===== config.mk =====
export PLATFORM = sky130hd
export DESIGN_NAME = hazard_ctrl
export DESIGN_NICKNAME = d
export VERILOG_FILES = /design/src/rtl/hazard_ctrl.sv
export SDC_FILE = /design/constraint.sdc
export NUM_CORES = 1
export LEC_CHECK = 0
export ABC_AREA = 1
export BUFFER_PORTS_ARGS = -buffer_cell sky130_fd_sc_hd__buf_2
export CORE_MARGIN = 3
export CORE_UTILIZATION = 21
export DETAILED_ROUTE_END_ITERATION = 10
export PLACE_DENSITY = 0.78
export SKIP_CTS_REPAIR_TIMING = 1
export SYNTH_ARGS = -nofsm -noshare
export SYNTH_HDL_FRONTEND = slang
export SYNTH_SLANG_ARGS = --single-unit

===== constraint.sdc =====
create_clock -name clk -period 1.1 [get_ports clk]
set_input_delay 0.165 -clock clk [delete_from_list [all_inputs] [get_ports clk]]
set_output_delay 0.165 -clock clk [all_outputs]
set_load 0.05 [all_outputs]

===== src/rtl/hazard_ctrl.sv =====
// Pipeline hazard controller: load-use stall, branch flush, memory-busy freeze and interrupt entry.
// Define HAZARD_IRQ_EN to build the interrupt drain/enter sequence; otherwise irq inputs are ignored.
module hazard_ctrl (
  input  logic        clk,
  input  logic        rst,
  input  logic [31:0] instr_ID,
  input  logic [31:0] instr_EX,
  input  logic        mem_rden_EX,
  input  logic        br_taken_EX,
  input  logic        mem_busy,
  input  logic        irq_req,
  input  logic        irq_en,
  output logic        stall_IF,
  output logic        stall_ID,
  output logic        stall_EX,
  output logic        stall_MEM,
  output logic        flush_ID,
  output logic        flush_EX,
  output logic        irq_take,
  output logic        irq_ack,
  output logic [2:0]  state_o
);

  // MEM_WAIT keeps its encoding for software visibility, but a busy memory freezes the
  // current state in place so the interrupted sequence resumes without a saved return state.
  typedef enum logic [2:0] {
    RUN       = 3'd0,
    LU_STALL  = 3'd1,
    MEM_WAIT  = 3'd2,
    IRQ_DRAIN = 3'd3,
    IRQ_ENTER = 3'd4
  } state_t;

  state_t      r_state;
  state_t      w_state_nxt;
  logic        w_state_valid;
  logic        w_load_use;
  logic [4:0]  w_rd_EX;
  logic [4:0]  w_rs1_ID;
  logic [4:0]  w_rs2_ID;
  logic        w_unused;

`ifdef HAZARD_IRQ_EN
  logic [1:0]  r_drain_cnt;
  logic [1:0]  w_drain_cnt_nxt;
`endif

  assign w_rd_EX  = instr_EX[11:7];
  assign w_rs1_ID = instr_ID[19:15];
  assign w_rs2_ID = instr_ID[24:20];

  // x0 is hardwired to zero, so a load targeting it never creates a dependency.
  assign w_load_use = mem_rden_EX && (w_rd_EX != 5'd0) &&
                      ((w_rd_EX == w_rs1_ID) || (w_rd_EX == w_rs2_ID));

`ifdef HAZARD_IRQ_EN
  assign w_unused = ^{instr_ID[31:25], instr_ID[14:0], instr_EX[31:12], instr_EX[6:0]};
`else
  assign w_unused = ^{instr_ID[31:25], instr_ID[14:0], instr_EX[31:12], instr_EX[6:0],
                      irq_req, irq_en};
`endif

  assign state_o = r_state;

  // NOTE: sequential state uses non-blocking assignments so every register samples
  // pre-edge values; blocking here would create order-dependent simulation races.
  always_ff @(posedge clk) begin
    if (rst) begin
      r_state     <= RUN;
`ifdef HAZARD_IRQ_EN
      r_drain_cnt <= 2'd0;
`endif
    end else begin
      r_state     <= w_state_nxt;
`ifdef HAZARD_IRQ_EN
      r_drain_cnt <= w_drain_cnt_nxt;
`endif
    end
  end

  always_comb begin
    w_state_valid = 1'b0;
    case (r_state)
      RUN, LU_STALL:        w_state_valid = 1'b1;
`ifdef HAZARD_IRQ_EN
      IRQ_DRAIN, IRQ_ENTER: w_state_valid = 1'b1;
`endif
      default:              w_state_valid = 1'b0;
    endcase
  end

  // Priority: reset, illegal state, mem_busy, branch, load-use, interrupt.
  always_comb begin
    // NOTE: every signal gets a default before any branch so no path leaves one
    // unassigned, which would otherwise infer a latch.
    w_state_nxt     = r_state;
`ifdef HAZARD_IRQ_EN
    w_drain_cnt_nxt = r_drain_cnt;
`endif
    stall_IF        = 1'b0;
    stall_ID        = 1'b0;
    stall_EX        = 1'b0;
    stall_MEM       = 1'b0;
    flush_ID        = 1'b0;
    flush_EX        = 1'b0;
    irq_take        = 1'b0;
    irq_ack         = 1'b0;

    if (rst) begin
      w_state_nxt = RUN;
    end else if (!w_state_valid) begin
      w_state_nxt = RUN;
    end else if (mem_busy) begin
      stall_IF  = 1'b1;
      stall_ID  = 1'b1;
      stall_EX  = 1'b1;
      stall_MEM = 1'b1;
    end else begin
      case (r_state)
        RUN: begin
          if (br_taken_EX) begin
            flush_ID = 1'b1;
            flush_EX = 1'b1;
          end else if (w_load_use) begin
            stall_IF    = 1'b1;
            stall_ID    = 1'b1;
            flush_EX    = 1'b1;
            w_state_nxt = LU_STALL;
          end
`ifdef HAZARD_IRQ_EN
          else if (irq_req && irq_en) begin
            w_state_nxt     = IRQ_DRAIN;
            w_drain_cnt_nxt = 2'd2;
          end
`endif
        end

        LU_STALL: begin
          if (br_taken_EX) begin
            flush_ID = 1'b1;
            flush_EX = 1'b1;
          end
          w_state_nxt = RUN;
        end

`ifdef HAZARD_IRQ_EN
        IRQ_DRAIN: begin
          stall_IF = 1'b1;
          flush_ID = 1'b1;
          // A redirect lands new work in the pipe, so the drain restarts from full length.
          if (br_taken_EX) begin
            flush_EX        = 1'b1;
            w_drain_cnt_nxt = 2'd2;
          end else if (r_drain_cnt <= 2'd1) begin
            w_drain_cnt_nxt = 2'd0;
            w_state_nxt     = IRQ_ENTER;
          end else begin
            w_drain_cnt_nxt = r_drain_cnt - 2'd1;
          end
        end

        IRQ_ENTER: begin
          irq_take    = 1'b1;
          irq_ack     = 1'b1;
          flush_ID    = 1'b1;
          flush_EX    = 1'b1;
          w_state_nxt = RUN;
        end
`endif

        default: w_state_nxt = RUN;
      endcase
    end
  end

endmodule


==> flow_summary_export.csv <==
group,metric,value,unit
global_routing,grt_max_degree,6,
synth,synthTopCellsByArea,"nand2_1 26%, buf_4 13%, inv_1 13%, nor2_1 12%, dfxtp_1 6.0%",
routing,firstDrtPassIters,3,
placement,hpwl,753,um
critical_path,cp-end-kind,"output pin",
final_layout,drive_gt1_frac,0.616,
routing,vias,469,
clocking,clk_pin_slew,0,ns
critical_path,critPathKind,"in -> out",
critical_path,reg2reg_from,"state_o[0]",
critical_path,ff2ff_setup_slack,0.26,ns
run_status,outcome,"finished with violations",
synth,ys_warn_count,0,
power,p_int,155,uW
floorplan,coreArea,0.00140,sq mm
global_routing,grt_usage,0.0753,
synth,seq_area_frac_synth,0.0597,
routing,antenna_left,0,
timing,min_period_over_period,1.14,
global_routing,antenna_found_initial,0,
placement,postPlaceCellArea,519,sq um
critical_path,path_delay_family,"simple AND/OR/NAND/NOR gates",
timing,fin_crit,1.26,ns
power,clkPwrFrac,0,
placement,dp.cells,114,
critical_path,regToRegEndpoint,"state_o[0]",
placement,gp_congestion,0.733,
synth,synth_cell_type_count,14,
final_layout,largest_reg_flops,1,
critical_path,worst-path-stages,10,
power,p_seq_frac,0.113,
synth,synthCells,71,
floorplan,fp.dieW,46.0,um
critical_path,crit_buf_inv,3,
critical_path,path_cells,"buf_8 -> nand2_1 -> inv_1 -> nor2_1 -> nor2_2 -> nand3_1 -> nand2_2 -> nand2_4 -> a21oi_4 -> buf_6",
critical_path,crit_required,0.94,ns
timing,holdWs,0.460,ns
power,power,328,uW
power,p_leak,0.385,nW
final_layout,syn_to_final_growth,97.8,%
final_layout,final_design_area_no_fill,663,sq um
timing,drv_slew,0,
timing,hold_viol,0,
final_layout,fill_cells,143,
synth,ys_ff_latch,1,
floorplan,rows,13,
final_layout,antenna_cells,0,
critical_path,critPathMaxStageDelay,0.18,ns
critical_path,crit_fanout,5,
power,peakVddDrop,0.262,mV
final_layout,layout.cells.non_filler,114,
routing,drt_iter0_markers,4,
critical_path,worstRegToRegCells,4,
job,cap_violations,0,
synth,synth_area,335,sq um
power,pwr-share-comb,0.887,
timing,rsz0062_at_grt,"true",
global_routing,grt_pass1_wl,1280,um
synth,synth.top_cell.area_share,0.257,
global_routing,grt_pass1_vias,368,
final_layout,final_nets,172,
timing,clock_skew,0,ns
run_status,violations,"setup timing",
final_layout,layout_common_cells,"13 x nand2_1, 12 x buf_2, 11 x nand2_2, 11 x buf_6",
synth,avgSynthCellArea,4.72,sq um
critical_path,critPathCapture,"stall_IF",
timing,setup_viol_count_final,3,
routing,vias_per_cell,4.11,
critical_path,startpoint,"instr_EX[7]",
power,p_sw,173,uW
routing,post-route-drc-count,0,
power,p_per_area,495,mW/mm^2
power,swShare,0.526,
floorplan,ios,82,
clocking,worst_skew_pair.late_latency,0,ns
final_layout,final_common_cell,"nand2_1",
critical_path,start_kind,"primary input",
critical_path,worstPathArrival,1.09,ns
hold_path,hold_class,"in -> reg",
placement,io_buffers,26,
timing,setup_ws,-0.158,ns
global_routing,grt_overflow_total,0,
routing,avgRoutedWirePerCell,8.67,um
routing,drt_wl_total,988,um
synth,yosys.area.top_type,"nand2_1",
critical_path,slowest_stage,"buf_6",
floorplan,die_h,46.0,um
timing,max_freq,795,MHz
floorplan,dieArea,0.00211,sq mm
floorplan,initial_core_util,0.240,
timing,finalSetupTns,-0.424,ns
-- cell families after synthesis --
logic type	count (synthesis)	share of synthesized area
other	1	0.0112
AO/OA/AOI/OAI	5	0.0746
buffers and inverters	22	0.313
XOR/XNOR	2	0.0522
AND/OR/NAND/NOR	40	0.489
flip-flops	1	0.0597
-- how the worst min path moves through the flow --
stage,from,endpoint,slack (ns),cells past startpoint
final,rst,state_o[0],0.46,4
after global routing,rst,state_o[0],0.48,4
after CTS,rst,state_o[0],0.44,4
after detailed placement,rst,state_o[0],0.45,4
after global placement,rst,state_o[0],0.45,4
after floorplan,rst,state_o[0],0.32,3
-- layout make-up --
class,instances,area [sq um],share of cell area
inverter,16,60.1,0.0906
multi-input combinational,51,302,0.455
sequential,1,23.8,0.0358
tap,15,18.8,0.0283
timing repair buffer,31,259,0.391
-- through the flow --
step	utilization	setup WS, ns
final	0.474	-0.158
after global routing	0.474	-0.203
after CTS	0.371	-0.292
after detailed placement	0.371	-0.292
after global placement	0.371	-0.264
after floorplan	-	-0.338
-- metal layers --
| metal | vias to the layer above | global-route usage | wire length [um] |
|---|---|---|---|
| met4 | 0 | 0 | 0 |
| met5 | - | 0 | 0 |
| met3 | 0 | 0.00395 | 75 |
| met2 | 17 | 0.129 | 544 |
| li1 | 254 | - | - |
| met1 | 198 | 0.108 | 368 |
-- synthesized netlist by cell type (all sizes together) --
library cell	n
nand2	25
o21ai	2
buf	6
dfxtp	1
nand3b	1
nor2	11
nand4	1
conb	1
xnor2	2
inv	16
a21oi	3
nand3	2
-- worst register-to-register path: stages (launching register included) --
cell and delay (ns):
dfxtp_4 0.31, nand3b_1 0.16, inv_2 0.07, nand2_4 0.07
a21oi_1 0.14
-- power groups by stage --
stage	clock network [mW]	logic, mW	registers (mW)
after detailed placement	0	0.229	0.0372
after floorplan	0	0.164	0.0420
after global placement	0	0.227	0.0372
after global routing	0	0.315	0.0373
final	0	0.291	0.0372
after CTS	0	0.230	0.0372
No activity file was read; power rests on OpenSTA's default activity.
